===== src/rtl/framebuffer_scanout.sv =====
// VGA scanout for a 640x480, 3-bit frame buffer: raster timing, read address sweep,
// two-stage pipeline to the DAC pins. Optional colour bars via SCANOUT_TEST_PATTERN_EN.
module framebuffer_scanout #(
   parameter int H_ACTIVE = 640,
   parameter int H_FP     = 16,
   parameter int H_SYNC   = 96,
   parameter int H_BP     = 48,
   parameter int V_ACTIVE = 480,
   parameter int V_FP     = 10,
   parameter int V_SYNC   = 2,
   parameter int V_BP     = 33,
   parameter int ADDR_W   = 19,
   parameter int PIX_W    = 3
) (
   input  logic              clock,
   input  logic              reset,
   output logic [ADDR_W-1:0] mem_raddr,
   output logic              mem_renable,
   input  logic [PIX_W-1:0]  mem_rdata,
   output logic [PIX_W-1:0]  pix_out,
   output logic              hsync,
   output logic              vsync,
   output logic              video_on,
   output logic              in_vblank,
   output logic              frame_done
`ifdef SCANOUT_TEST_PATTERN_EN
  ,input  logic              test_pattern
`endif
);

   localparam int H_TOTAL = H_ACTIVE + H_FP + H_SYNC + H_BP;
   localparam int V_TOTAL = V_ACTIVE + V_FP + V_SYNC + V_BP;
   localparam int HV_MAX  = (H_TOTAL > V_TOTAL) ? H_TOTAL : V_TOTAL;
   // At least 10 bits so the colour-bar select hcnt[9:7] always exists.
   localparam int CNT_W   = ($clog2(HV_MAX) > 10) ? $clog2(HV_MAX) : 10;

   localparam logic [CNT_W-1:0] H_LAST = CNT_W'(H_TOTAL - 1);
   localparam logic [CNT_W-1:0] V_LAST = CNT_W'(V_TOTAL - 1);
   localparam logic [CNT_W-1:0] H_VIS  = CNT_W'(H_ACTIVE);
   localparam logic [CNT_W-1:0] V_VIS  = CNT_W'(V_ACTIVE);
   localparam logic [CNT_W-1:0] HS_BEG = CNT_W'(H_ACTIVE + H_FP);
   localparam logic [CNT_W-1:0] HS_END = CNT_W'(H_ACTIVE + H_FP + H_SYNC);
   localparam logic [CNT_W-1:0] VS_BEG = CNT_W'(V_ACTIVE + V_FP);
   localparam logic [CNT_W-1:0] VS_END = CNT_W'(V_ACTIVE + V_FP + V_SYNC);

   logic [CNT_W-1:0]  hcnt;
   logic [CNT_W-1:0]  vcnt;
   logic [ADDR_W-1:0] ptr;
   logic              h_wrap;
   logic              frame_wrap;
   logic              active;
   logic              hs_now;
   logic              vs_now;
   logic              vblank_now;
   logic              fdone_now;
   logic              tp_now;
   logic              von_d1;
   logic              hs_d1;
   logic              vs_d1;
   logic              vbl_d1;
   logic              fd_d1;

   assign h_wrap     = (hcnt == H_LAST);
   assign frame_wrap = h_wrap && (vcnt == V_LAST);
   assign active     = (hcnt < H_VIS) && (vcnt < V_VIS);
   assign hs_now     = !((hcnt >= HS_BEG) && (hcnt < HS_END));
   assign vs_now     = !((vcnt >= VS_BEG) && (vcnt < VS_END));
   assign vblank_now = (vcnt >= V_VIS);
   assign fdone_now  = (vcnt == V_VIS) && (hcnt == {CNT_W{1'b0}});

   // Raster counters and the running read pointer (address = visible pixels so far this frame).
   always_ff @(posedge clock) begin
      if (reset) begin
         hcnt <= '0;
         vcnt <= '0;
         ptr  <= '0;
      end else begin
         if (h_wrap) begin
            hcnt <= '0;
            if (vcnt == V_LAST) begin
               vcnt <= '0;
            end else begin
               vcnt <= vcnt + CNT_W'(1);
            end
         end else begin
            hcnt <= hcnt + CNT_W'(1);
         end
         if (frame_wrap) begin
            ptr <= '0;
         end else if (active) begin
            ptr <= ptr + ADDR_W'(1);
         end else begin
            ptr <= ptr;
         end
      end
   end

   // Stage 1: issue the read and carry the timing flags alongside it.
   always_ff @(posedge clock) begin
      if (reset) begin
         mem_raddr   <= '0;
         mem_renable <= 1'b0;
         von_d1      <= 1'b0;
         hs_d1       <= 1'b1;
         vs_d1       <= 1'b1;
         vbl_d1      <= 1'b0;
         fd_d1       <= 1'b0;
      end else begin
         mem_raddr   <= ptr;
         mem_renable <= active && !tp_now;
         von_d1      <= active;
         hs_d1       <= hs_now;
         vs_d1       <= vs_now;
         vbl_d1      <= vblank_now;
         fd_d1       <= fdone_now;
      end
   end

   // Stage 2: timing flags land on the pins in the same clock the RAM data arrives.
   always_ff @(posedge clock) begin
      if (reset) begin
         video_on   <= 1'b0;
         hsync      <= 1'b1;
         vsync      <= 1'b1;
         in_vblank  <= 1'b0;
         frame_done <= 1'b0;
      end else begin
         video_on   <= von_d1;
         hsync      <= hs_d1;
         vsync      <= vs_d1;
         in_vblank  <= vbl_d1;
         frame_done <= fd_d1;
      end
   end

`ifdef SCANOUT_TEST_PATTERN_EN
   logic       tp_d1;
   logic       tp_d2;
   logic [2:0] bar_d1;
   logic [2:0] bar_d2;

   assign tp_now = test_pattern;

   // Colour-bar select and its enable follow the same two-stage delay as video_on.
   always_ff @(posedge clock) begin
      if (reset) begin
         tp_d1  <= 1'b0;
         tp_d2  <= 1'b0;
         bar_d1 <= 3'd0;
         bar_d2 <= 3'd0;
      end else begin
         tp_d1  <= test_pattern;
         tp_d2  <= tp_d1;
         bar_d1 <= hcnt[9:7];
         bar_d2 <= bar_d1;
      end
   end

   // The RAM output is itself the second register stage, so only the blanking gate is here.
   always_comb begin
      pix_out = '0;
      if (!video_on) begin
         pix_out = '0;
      end else if (tp_d2) begin
         pix_out = PIX_W'(bar_d2);
      end else begin
         pix_out = mem_rdata;
      end
   end
`else
   assign tp_now = 1'b0;

   // The RAM output is itself the second register stage, so only the blanking gate is here.
   always_comb begin
      pix_out = '0;
      if (video_on) begin
         pix_out = mem_rdata;
      end else begin
         pix_out = '0;
      end
   end
`endif

endmodule


===== config.mk =====
export PLATFORM = sky130hd
export DESIGN_NAME = framebuffer_scanout
export DESIGN_NICKNAME = d
export VERILOG_FILES = /design/src/rtl/framebuffer_scanout.sv
export SDC_FILE = /design/constraint.sdc
export NUM_CORES = 1
export LEC_CHECK = 0
export ABC_AREA = 1
export BUFFER_PORTS_ARGS = -buffer_cell sky130_fd_sc_hd__buf_4
export CAP_MARGIN = 20
export CORE_ASPECT_RATIO = 0.8
export CORE_UTILIZATION = 35
export DETAILED_ROUTE_END_ITERATION = 7
export GPL_TIMING_DRIVEN = 0
export PLACE_DENSITY = 0.53
export SLEW_MARGIN = 40
export SYNTH_ARGS = -nofsm -noshare
export SYNTH_HDL_FRONTEND = slang
export SYNTH_SLANG_ARGS = --single-unit

===== constraint.sdc =====
create_clock -name clock -period 4 [get_ports clock]
set_input_delay 0.2 -clock clock [delete_from_list [all_inputs] [get_ports clock]]
set_output_delay 0.2 -clock clock [all_outputs]
set_load 0.01 [all_outputs]

==> impl_metrics.env, run 1 <==
export IMPL_worstMarginPinSlew_ns=0.536
export IMPL_rr_endpoint="ptr[11]$_SDFFE_PP0P_"
export IMPL_drt_wl_total_um=6380
export IMPL_synth_top_area_share_pct=43.6
export IMPL_final_cells=595
export IMPL_die_h_um=86.5
export IMPL_ctsHoldBuffers=0
export IMPL_cts_tree="built"
export IMPL_synth_cells=435
export IMPL_synth_area_leaders="dfxtp_1 (44%), nand2_1 (12%), nor2_1 (9.4%), inv_1 (7.3%), nand3_1 (4.0%)"
export IMPL_yosysSeqAreaShare_pct=43.6
export IMPL_portBuffers=32
export IMPL_seqPwrFrac_pct=50.6
export IMPL_hp_class="input port to flop"
export IMPL_p_int_uw=1080
export IMPL_io_pins=33
export IMPL_place_gp_congestion=0.821
export IMPL_fin_crit_sh_pct=39.9
export IMPL_hold_depth=2
export IMPL_mostFrequentLayoutCells="nand2_1 (100), nor2_1 (78), dfxtp_1 (68)"
export IMPL_drc_errors=0
export IMPL_worst_setup_path_end_kind="flop"
export IMPL_rsz0062_at_grt="no"
export IMPL_areaGrowthSynthToFinish_pct=18.9
export IMPL_clock_sinks=68
export IMPL_cp_required_ns=4.23
export IMPL_r2r_start="hcnt[0]$_SDFF_PP0_"
export IMPL_cts_buffers=9
export IMPL_synth_nets=446
export IMPL_clkTransAtPathRegs_ns=0.08
export IMPL_wl_per_cell_um=10.7
export IMPL_combPwrFrac_pct=8.1
export IMPL_rrSetupSlack_ns=2.40
export IMPL_fmax_mhz=626
export IMPL_setup_viol=0
export IMPL_r2r_cells=9
export IMPL_clockPowerShare_pct=41.2
export IMPL_clk_path_buf_depth=2
export IMPL_seqCellArea_sq_um=1360
export IMPL_fin_util_pct=43.4
export IMPL_min_from="reset"
export IMPL_fin_crit_ns=1.60
export IMPL_fillers=906
export IMPL_dp_hpwl_um=4620
export IMPL_critPathMaxFanout=10
export IMPL_layout_nets=489
export IMPL_clock_skew_ns=0.0117
export IMPL_die_area_sq_um=9310
export IMPL_crit_type="flop to flop"
export IMPL_post_cts_buffers=0
export IMPL_fin_setup_tns_ns=0
export IMPL_initial_utilization_pct=36.5
export IMPL_synthArstFlopShare_pct=0
export IMPL_ys_ff_latch=68
export IMPL_cts_htree_levels=3
export IMPL_switching_share_pct=24.8
export IMPL_vdd_drop_max_mv=0.163
export IMPL_die_w_um=108
export IMPL_synth_ff_type="dfxtp_1"
export IMPL_synth_area_sq_um=3130
export IMPL_synth_edff_count=0
export IMPL_grt_pass1_wl_um=10900
export IMPL_cts_root_buf="clkbuf_8"
export IMPL_drive_gt1_share_pct=19.0
export IMPL_clk_latency_ns=0.34
export IMPL_antenna_found_initial=0
export IMPL_p_leak_uw=0.00164
export IMPL_grt_remaining_overflow=0
export IMPL_antenna_diode_count=0
export IMPL_grt_pass1_vias=2339
export IMPL_status="completed"
export IMPL_netlist_cell_type_count=33
export IMPL_powerDensity_nw_per_um2=387
export IMPL_slew_violations=0
export IMPL_whs_endpoint="vsync$_SDFF_PP1_"
export IMPL_fin_hold_ws_ns=0.127
export IMPL_yosysWarningCount=0
export IMPL_avgSynthCellArea_sq_um=7.19
export IMPL_postCtsResizedCells=0
export IMPL_power_switching_uw=356
export IMPL_final_common_cell="nand2_1"
export IMPL_grt_max_degree=13
export IMPL_place_inst=579
export IMPL_drtIter0Drc=118
export IMPL_ant_nets=0
export IMPL_finalHoldViolations=0
export IMPL_grtUsageTotal_pct=15.2
export IMPL_multiInputGateArea_sq_um=1430
export IMPL_dr_pass1_iters=4
export IMPL_fp_coreArea_sq_um=8560
export IMPL_yosys_area_top_type="dfxtp_1"
export IMPL_num_vias=2647
export IMPL_cp_arrival_ns=1.82
export IMPL_maxCapViolCount=0
export IMPL_rows=30
export IMPL_maxSlewHeadroom_pct=64.3
export IMPL_critical_path_startpoint_type="flop"
export IMPL_via_per_inst=4.45
## critical path: stages, from the launching register on
cell	delay, ns
dfxtp_1	0.38
ha_1	0.19
nand2_1	0.10
nor2_4	0.14
nand3_4	0.13
nand2_4	0.18
nand2_8	0.10
buf_6	0.17
nand2_1	0.07
nor2_1	0.03
## kinds of logic after synthesis
logic type	count (synthesis)	synth area share (%)
AO/OA/AOI/OAI	27	5.20
XOR/XNOR	7	1.96
adder cells (fa/ha/maj)	6	2.40
buffers and inverters	79	10.6
flip-flops	68	43.6
AND/OR/NAND/NOR	248	36.3
## metrics by stage
stage | instance area (sq um) | setup slack, ns | total power, uW
final | 3720 | 2.40 | 1440
after global routing | 3720 | 2.26 | 1510
after CTS | 3720 | 2.39 | 1460
after detailed placement | 3510 | 2.40 | 862
after global placement | 3510 | 2.40 | 859
after floorplan | 3130 | 2.61 | 824
## cells in the mapped netlist (2+ instances only)
| cell type | number |
|---|---|
| nor4_1 | 3 |
| nor2_1 | 78 |
| o21bai_1 | 2 |
| nor2_2 | 6 |
| nand3_2 | 4 |
| dfxtp_1 | 68 |
| nand2_2 | 4 |
| nor3_1 | 9 |
| nand3_4 | 2 |
| inv_2 | 9 |
| a21oi_2 | 4 |
| nand3_1 | 25 |
| ha_1 | 6 |
| nand4_1 | 8 |
| nor2_4 | 2 |
| xor2_1 | 6 |
| inv_1 | 61 |
| a21oi_1 | 13 |
| or2_2 | 3 |
| buf_6 | 4 |
| o21ai_0 | 5 |
| nand2_1 | 100 |
| clkbuf_1 | 3 |
## cell type report
| type | instances | area share (%) |
|---|---|---|
| clock inverters | 5 | 1.58 |
| flip-flops and latches | 68 | 36.6 |
| multi-input cells | 288 | 38.6 |
| clock buffers | 11 | 4.07 |
| inverters | 71 | 7.24 |
| plain buffers | 8 | 1.65 |
| repair buffers | 32 | 6.46 |
| well taps | 112 | 3.77 |
## state kept, by name, summed over array words and instances, names as in the netlist
name	flops
fd_d1	1
frame_done	1
hcnt	10
hs_d1	1
hsync	1
in_vblank	1
mem_raddr	19
ptr	19
vbl_d1	1
vcnt	10
video_on	1
von_d1	1
vs_d1	1
vsync	1
## power by group through the flow
stage | registers, uW | clock network, uW | logic, uW
after floorplan | 743 | 0 | 80.7
after global placement | 742 | 0 | 117
after detailed placement | 743 | 0 | 118
after CTS | 727 | 613 | 119
after global routing | 731 | 645 | 136
final | 727 | 592 | 117
## routing by layer
metal	GRT usage [%]	wire [um]	part of all wire (%)
met3	4.29	305	4.8
met4	4.86	57	0.89
met2	22.1	2560	40
met5	0	0	0
met1	21.4	3450	54
## worst max-delay path by stage
stage                                   from                    to  slack (ns)  cells after the start
final                     hcnt[0]$_SDFF_PP0_  ptr[11]$_SDFFE_PP0P_        2.40                      9
after global routing      hcnt[0]$_SDFF_PP0_  vcnt[0]$_SDFFE_PP0N_        2.26                      9
after CTS                 hcnt[0]$_SDFF_PP0_  ptr[11]$_SDFFE_PP0P_        2.39                      9
after detailed placement  hcnt[0]$_SDFF_PP0_  ptr[13]$_SDFFE_PP0P_        2.40                      9
after global placement    hcnt[0]$_SDFF_PP0_  ptr[11]$_SDFFE_PP0P_        2.40                      9
after floorplan           hcnt[0]$_SDFF_PP0_  ptr[11]$_SDFFE_PP0P_        2.61                      9
Note: power is estimated with default switching activity, not from simulation.
==> run 2: changes to the inputs <==
--- a/config.mk
+++ b/config.mk
@@ -5,14 +5,14 @@
 export SDC_FILE = /design/constraint.sdc
 export NUM_CORES = 1
 export LEC_CHECK = 0
-export ABC_AREA = 1
+export ABC_AREA = 0
 export BUFFER_PORTS_ARGS = -buffer_cell sky130_fd_sc_hd__buf_4
 export CAP_MARGIN = 20
 export CORE_ASPECT_RATIO = 0.8
 export CORE_UTILIZATION = 35
 export DETAILED_ROUTE_END_ITERATION = 7
 export GPL_TIMING_DRIVEN = 0
-export PLACE_DENSITY = 0.53
+export PLACE_DENSITY = 0.55
 export SLEW_MARGIN = 40
 export SYNTH_ARGS = -nofsm -noshare
 export SYNTH_HDL_FRONTEND = slang
==> constraint.sdc (replaced) <==
create_clock -name clock -period 1.41 [get_ports clock]
set_input_delay 0.0705 -clock clock [delete_from_list [all_inputs] [get_ports clock]]
set_output_delay 0.0705 -clock clock [all_outputs]
set_load 0.01 [all_outputs]
==> run 2 against run 1 <==
Effect of this change:
- via count decreased by 14%
- critical endpoint is now vcnt[5]$_SDFFE_PP0N_
- sequential share of layout area decreased by 0.23 points
- synthesized area decreased by 11%
- critical path type unchanged
- the flow now finishes with violations (setup timing)
- sequential power increased to 2.7 times the previous value
- largest power group is now clock
- wire length increased by 2.5%
- worst hold slack improved by 0.098 ns
==> impl_metrics.env, run 2 <==
export IMPL_worst_setup_path_end_kind="flop"
export IMPL_min_from="reset"
export IMPL_cp_required_ns=1.65
export IMPL_drt_wl_total_um=6540
export IMPL_whs_endpoint="vcnt[7]$_SDFFE_PP0N_"
export IMPL_critPathMaxFanout=10
export IMPL_layout_nets=366
export IMPL_cts_tree="built"
export IMPL_switching_share_pct=20.1
export IMPL_clkTransAtPathRegs_ns=0.07
export IMPL_critical_path_startpoint_type="flop"
export IMPL_vdd_drop_max_mv=0.522
export IMPL_seqPwrFrac_pct=45.6
export IMPL_clockPowerShare_pct=50.5
export IMPL_io_pins=33
export IMPL_final_setup_worst_slack_ns=-0.335
export IMPL_dp_hpwl_um=4100
export IMPL_place_worst_setup_slack_ns=-0.584
export IMPL_place_gp_congestion=0.754
export IMPL_synth_most_common_cell="dfxtp_1"
export IMPL_multiInputGateArea_sq_um=1500
export IMPL_violations="setup timing"
export IMPL_r2r_start="vcnt[1]$_SDFFE_PP0N_"
export IMPL_grtUsageTotal_pct=17.4
export IMPL_grt_pass1_vias=2123
export IMPL_rows=28
export IMPL_grt_remaining_overflow=0
export IMPL_clock_skew_ns=0.00954
export IMPL_fin_setup_tns_ns=-9.12
export IMPL_synth_area_leaders="dfxtp_1 (49%), nor2b_1 (5.2%), xor2_1 (4.1%), nor2_1 (3.0%), a21oi_1 (2.7%)"
export IMPL_synthArstFlopShare_pct=0
export IMPL_fin_hold_ws_ns=0.226
export IMPL_antenna_found_initial=0
export IMPL_portBuffers=32
export IMPL_netlist_cell_type_count=39
export IMPL_status="finished with violations"
export IMPL_mostFrequentLayoutCells="dfxtp_1 (51), buf_4 (46), nor2b_1 (23)"
export IMPL_crit_type="flop to flop"
export IMPL_yosys_area_top_type="dfxtp_1"
export IMPL_finalHoldViolations=0
export IMPL_hp_class="input port to flop"
export IMPL_r2r_cells=8
export IMPL_cts_htree_levels=3
export IMPL_drive_gt1_share_pct=35.8
export IMPL_fin_crit_ns=1.75
export IMPL_synth_ff_type="dfxtp_1"
export IMPL_hold_depth=5
export IMPL_fillers=696
export IMPL_ys_ff_latch=68
export IMPL_fin_crit_sh_pct=124
export IMPL_grt_pass1_wl_um=10800
export IMPL_final_common_cell="dfxtp_1"
export IMPL_clk_path_buf_depth=2
export IMPL_worstMarginPinSlew_ns=0.726
export IMPL_synth_cells=289
export IMPL_clock_sinks=68
export IMPL_yosysWarningCount=0
export IMPL_avgSynthCellArea_sq_um=9.59
export IMPL_maxCapViolCount=0
export IMPL_rsz0062_at_grt="yes"
export IMPL_drtIter0Drc=116
export IMPL_initial_utilization_pct=36.8
export IMPL_top_regs="mem_raddr (19), ptr (19)"
export IMPL_fin_util_pct=51.4
export IMPL_clk_latency_ns=0.35
export IMPL_drc_errors=0
export IMPL_die_area_sq_um=8280
export IMPL_design_area_sq_um=3870
export IMPL_fmax_mhz=573
export IMPL_slew_violations=0
export IMPL_cp_arrival_ns=1.99
export IMPL_grt_max_degree=13
export IMPL_power_switching_uw=859
export IMPL_synth_common_cells="dfxtp_1 (68), nor2b_1 (23), nor2_1 (22), nand2_1 (16), a21oi_1 (15)"
export IMPL_wl_per_cell_um=14.1
export IMPL_fp_coreArea_sq_um=7530
export IMPL_combPwrFrac_pct=3.9
export IMPL_die_h_um=81.6
export IMPL_p_leak_uw=0.00149
export IMPL_p_int_uw=3420
export IMPL_rr_endpoint="vcnt[5]$_SDFFE_PP0N_"
export IMPL_num_vias=2283
export IMPL_antenna_diode_count=0
export IMPL_yosysSeqAreaShare_pct=49.1
export IMPL_rrSetupSlack_ns=-0.34
export IMPL_areaGrowthSynthToFinish_pct=39.7
export IMPL_synth_top_area_share_pct=49.1
export IMPL_via_per_inst=4.91
export IMPL_synth_nets=300
export IMPL_cts_root_buf="clkbuf_8"
export IMPL_synth_edff_count=0
export IMPL_place_area_sq_um=3210
export IMPL_seqCellArea_sq_um=1410
export IMPL_setup_viol=31
export IMPL_synth_area_sq_um=2770
export IMPL_die_w_um=102
export IMPL_powerDensity_nw_per_um2=1100
export IMPL_cts_buffers=9
export IMPL_maxSlewHeadroom_pct=51.6
export IMPL_dr_pass1_iters=4
export IMPL_ant_nets=0
==> run 2: changes by cell type in the layout (fill, tap and decap cells not counted), moves of 17 or more <==
| cell | before | now |
|---|---|---|
| nor2b_1 | 0 | 23 |
| nand3_1 | 25 | 8 |
| nor2_1 | 78 | 22 |
| dfxtp_1 | 68 | 51 |
| nand2_1 | 100 | 15 |
| inv_1 | 61 | 4 |
==> run 2: cell type report <==
type / instances / share of cell area [%]
Sequential cell: 68 / 36.4
Buffer: 9 / 1.78
Timing Repair Buffer: 57 / 12.1
Tap cell: 105 / 3.39
Multi-Input combinational cell: 204 / 38.7
Inverter: 6 / 0.646
Clock buffer: 10 / 3.55
Clock inverter: 6 / 3.46
==> run 2: stage by stage <==
| stage | std cells | power [uW] |
|---|---|---|
| after floorplan | 289 | 2090 |
| after global placement | 426 | 2140 |
| after detailed placement | 426 | 2150 |
| after CTS | 461 | 4320 |
| after global routing | 465 | 4420 |
| final | 465 | 4280 |
==> run 2: how the worst max path moves through the flow <==
| stage | startpoint | endpoint | depth (start not counted) |
|---|---|---|---|
| 3_5_place_dp | hcnt[5]$_SDFF_PP0_ | ptr[11]$_SDFFE_PP0P_ | 7 |
| 6_report | vcnt[1]$_SDFFE_PP0N_ | vcnt[5]$_SDFFE_PP0N_ | 8 |
| 5_1_grt | vcnt[1]$_SDFFE_PP0N_ | ptr[12]$_SDFFE_PP0P_ | 8 |
| 3_3_place_gp | hcnt[5]$_SDFF_PP0_ | ptr[11]$_SDFFE_PP0P_ | 7 |
| 2_1_floorplan | vcnt[1]$_SDFFE_PP0N_ | ptr[11]$_SDFFE_PP0P_ | 8 |
| 4_1_cts | vcnt[1]$_SDFFE_PP0N_ | vcnt[5]$_SDFFE_PP0N_ | 8 |
==> run 2: logic make-up (layout without fill, tap and decap cells) <==
kind of cell / Yosys count / in the layout / synth area share [%]
AOI/OAI and AO/OA: 37 / 37 / 8.39
muxes: 1 / 1 / 0.361
DFF: 68 / 68 / 49.1
and+or+nand+nor: 141 / 141 / 30.6
xor gates and xnor gates: 19 / 19 / 6.00
buffers and inverters: 17 / 88 / 2.80
adders and majority gates: 6 / 6 / 2.71
==> run 2: power by group through the flow <==
stage | combinational, uW | sequential, uW | clock [uW]
3_3_place_gp | 133 | 2010 | 0
5_1_grt | 186 | 1950 | 2290
3_5_place_dp | 135 | 2010 | 0
6_report | 168 | 1950 | 2160
4_1_cts | 154 | 1960 | 2210
2_1_floorplan | 78.3 | 2010 | 0
==> run 2: timing repair <==
item / 4_1_cts / 5_1_grt
gates cloned: 0 / 0
pin swaps: 10 / 8
hold buffers: 0 / 0
setup endpoints to repair: 39 / 39
buffers inserted: 19 / 6
resized for setup: 32 / 35
==> run 2: layer usage <==
| metal | global-route usage [%] | vias to the layer above | part of all wire [%] |
|---|---|---|---|
| met2 | 24.9 | 52 | 42 |
| met3 | 5.87 | 8 | 5.1 |
| met5 | 0 | - | 0 |
| met4 | 6.09 | 0 | 1.2 |
| li1 | - | 1165 | - |
| met1 | 24.3 | 1058 | 51 |
==> run 2: critical path, stage by stage, from the launching register on <==
cell	delay, ns
dfxtp_4	0.35
inv_2	0.06
ha_4	0.13
or4bb_1	0.41
nor4_2	0.15
a41o_1	0.21
buf_6	0.13
buf_8	0.14
nor2_1	0.05
==> run 3: changes to the inputs <==
--- a/config.mk
+++ b/config.mk
@@ -9,6 +9,7 @@
 export BUFFER_PORTS_ARGS = -buffer_cell sky130_fd_sc_hd__buf_4
 export CAP_MARGIN = 20
 export CORE_ASPECT_RATIO = 0.8
+export CORE_MARGIN = 4
 export CORE_UTILIZATION = 35
 export DETAILED_ROUTE_END_ITERATION = 7
 export GPL_TIMING_DRIVEN = 0
==> run 3 against run 2 <==
Effect of this change:
- clock skew grew 0.0011 ns
- design area shrank 2.6%
- flip-flop and latch count is the same
- critical path depth is the same
- wire length shrank 2.7%
- critical path type unchanged
- the run still ends with setup timing left
- critical endpoint is now ptr[15]$_SDFFE_PP0P_
- non-clock buffer count shrank 7
- fmax shrank 1.6%
- global-route usage shrank 3.0 points
==> impl_metrics.env, run 3 (synthesis results as in run 2) <==
export IMPL_cts_buffers=9
export IMPL_crit_type="flop to flop"
export IMPL_slowest_delay_ns=0.41
export IMPL_cp_top_family="simple AND/OR/NAND/NOR gates"
export IMPL_worstSetupPathDepth=8
export IMPL_clk_latency_ns=0.35
export IMPL_setup_viol=29
export IMPL_die_w_um=108
export IMPL_antenna_found_initial=0
export IMPL_dr_pass1_iters=4
export IMPL_violations="setup timing"
export IMPL_r2r_cells=8
export IMPL_antenna_diode_count=0
export IMPL_num_vias=2286
export IMPL_rows=28
export IMPL_ctsHoldBuffers=0
export IMPL_clk_path_buf_depth=2
export IMPL_place_gp_congestion=0.838
export IMPL_critPathBufInv=3
export IMPL_cp_arrival_ns=2.01
export IMPL_fp_coreArea_sq_um=7570
export IMPL_fmax_mhz=564
export IMPL_rsz0062_at_grt="yes"
export IMPL_design_area_sq_um=3770
export IMPL_drive_gt1_share_pct=35.4
export IMPL_hold_depth=3
export IMPL_clock_sinks=68
export IMPL_via_per_inst=4.99
export IMPL_maxCapViolCount=0
export IMPL_drtIter0Drc=86
export IMPL_grtUsageTotal_pct=14.4
export IMPL_top_regs="mem_raddr (19), ptr (19)"
export IMPL_grt_pass1_vias=2146
export IMPL_p_leak_uw=0.00140
export IMPL_cp_required_ns=1.64
export IMPL_cts_tree="built"
export IMPL_fin_crit_ns=1.77
export IMPL_place_area_sq_um=3210
export IMPL_drt_wl_total_um=6360
export IMPL_final_common_cell="dfxtp_1"
export IMPL_grt_remaining_overflow=0
export IMPL_cts_root_buf="clkbuf_8"
export IMPL_io_pins=33
export IMPL_clock_skew_ns=0.0106
export IMPL_ant_nets=0
export IMPL_die_area_sq_um=9420
export IMPL_place_worst_setup_slack_ns=-0.598
export IMPL_cpMaxStageDelayCell="or4bb_1"
export IMPL_grt_pass1_wl_um=10600
export IMPL_maxSlewHeadroom_pct=64.4
export IMPL_layout_nets=359
export IMPL_status="finished with violations"
export IMPL_slew_violations=0
export IMPL_finalHoldViolations=0
export IMPL_cts_htree_levels=3
export IMPL_vdd_drop_max_mv=0.543
export IMPL_areaGrowthSynthToFinish_pct=36.1
export IMPL_portBuffers=32
export IMPL_clkTransAtPathRegs_ns=0.08
export IMPL_worst_setup_path_end_kind="flop"
export IMPL_critPathMaxFanout=8
export IMPL_critical_path_startpoint_type="flop"
export IMPL_mostFrequentLayoutCells="dfxtp_1 (52), buf_4 (46), nor2b_1 (23)"
export IMPL_powerDensity_nw_per_um2=1040
export IMPL_hp_class="input port to flop"
export IMPL_worstMarginPinSlew_ns=0.534
export IMPL_die_h_um=87.6
export IMPL_drc_errors=0
export IMPL_wl_per_cell_um=13.9
export IMPL_dp_hpwl_um=4220
export IMPL_fin_crit_sh_pct=126
export IMPL_initial_utilization_pct=36.6
export IMPL_final_setup_worst_slack_ns=-0.363
export IMPL_grt_max_degree=14
export IMPL_rrSetupSlack_ns=-0.36
export IMPL_crit_path_cell_trace="inv_4, ha_4, or4bb_1, nor4_2, a41o_1, buf_8, clkbuf_16, a21oi_1"
==> run 3: what timing repair did <==
item | 4_1_cts | 5_1_grt
cloned | 1 | 1
buffers inserted | 13 | 3
pin swaps | 11 | 9
endpoints found under the setup margin | 39 | 39
resized for setup | 29 | 34
==> run 3: power by group <==
group	switching, uW	internal [uW]
clock network	780	1000
logic	94.2	97.0
registers	20.2	1930
==> run 3: final timing paths <==
kind                        startpoint                       end
setup reg to reg  vcnt[0]$_SDFFE_PP0N_      ptr[15]$_SDFFE_PP0P_
hold reg to reg       hs_d1$_SDFF_PP1_          hsync$_SDFF_PP1_
hold / removal                   reset  mem_raddr[13]$_SDFF_PP0_
setup / recovery  vcnt[0]$_SDFFE_PP0N_      ptr[15]$_SDFFE_PP0P_
==> run 3: area by class of cell <==
cell class / count / area [sq um]
fillers: 725 / 3790
multi-input cells: 204 / 1490
flip-flops and latches: 68 / 1400
repair buffers: 50 / 424
well taps: 105 / 131
clock buffers: 9 / 124
clock inverters: 7 / 97.6
plain buffers: 9 / 72.6
inverters: 6 / 27.5
==> run 3: routing by layer <==
| metal | wire length [um] | GRT usage (%) | vias up | share of wire [%] |
|---|---|---|---|---|
| met5 | 0 | 0 | - | 0 |
| met4 | 115 | 5.85 | 0 | 1.8 |
| met3 | 314 | 3.91 | 12 | 4.9 |
| met2 | 2570 | 19.8 | 51 | 40 |
| met1 | 3360 | 21.3 | 1065 | 53 |
| li1 | - | - | 1158 | - |
==> run 3: per-stage QoR <==
| stage | TNS, ns | util [%] | hold slack, ns | std cells | total power, uW |
|---|---|---|---|---|---|
| final | -9.66 | 49.9 | 0.272 | 458 | 3930 |
| after global routing | -11.57 | 49.9 | 0.315 | 458 | 4090 |
| after CTS | -9.60 | 48.0 | 0.178 | 456 | 3950 |
| after detailed placement | -16.59 | 42.4 | 0.395 | 426 | 2140 |
| after global placement | -15.97 | 42.4 | 0.392 | 426 | 2140 |
| after floorplan | -7.61 | - | 0.291 | 289 | 2090 |
==> run 3: worst register-to-register path: stages, from the launching register on <==
cell	delay, ns
dfxtp_4	0.36
inv_4	0.06
ha_4	0.12
or4bb_1	0.41
nor4_2	0.14
a41o_1	0.21
buf_8	0.17
clkbuf_16	0.16
a21oi_1	0.04
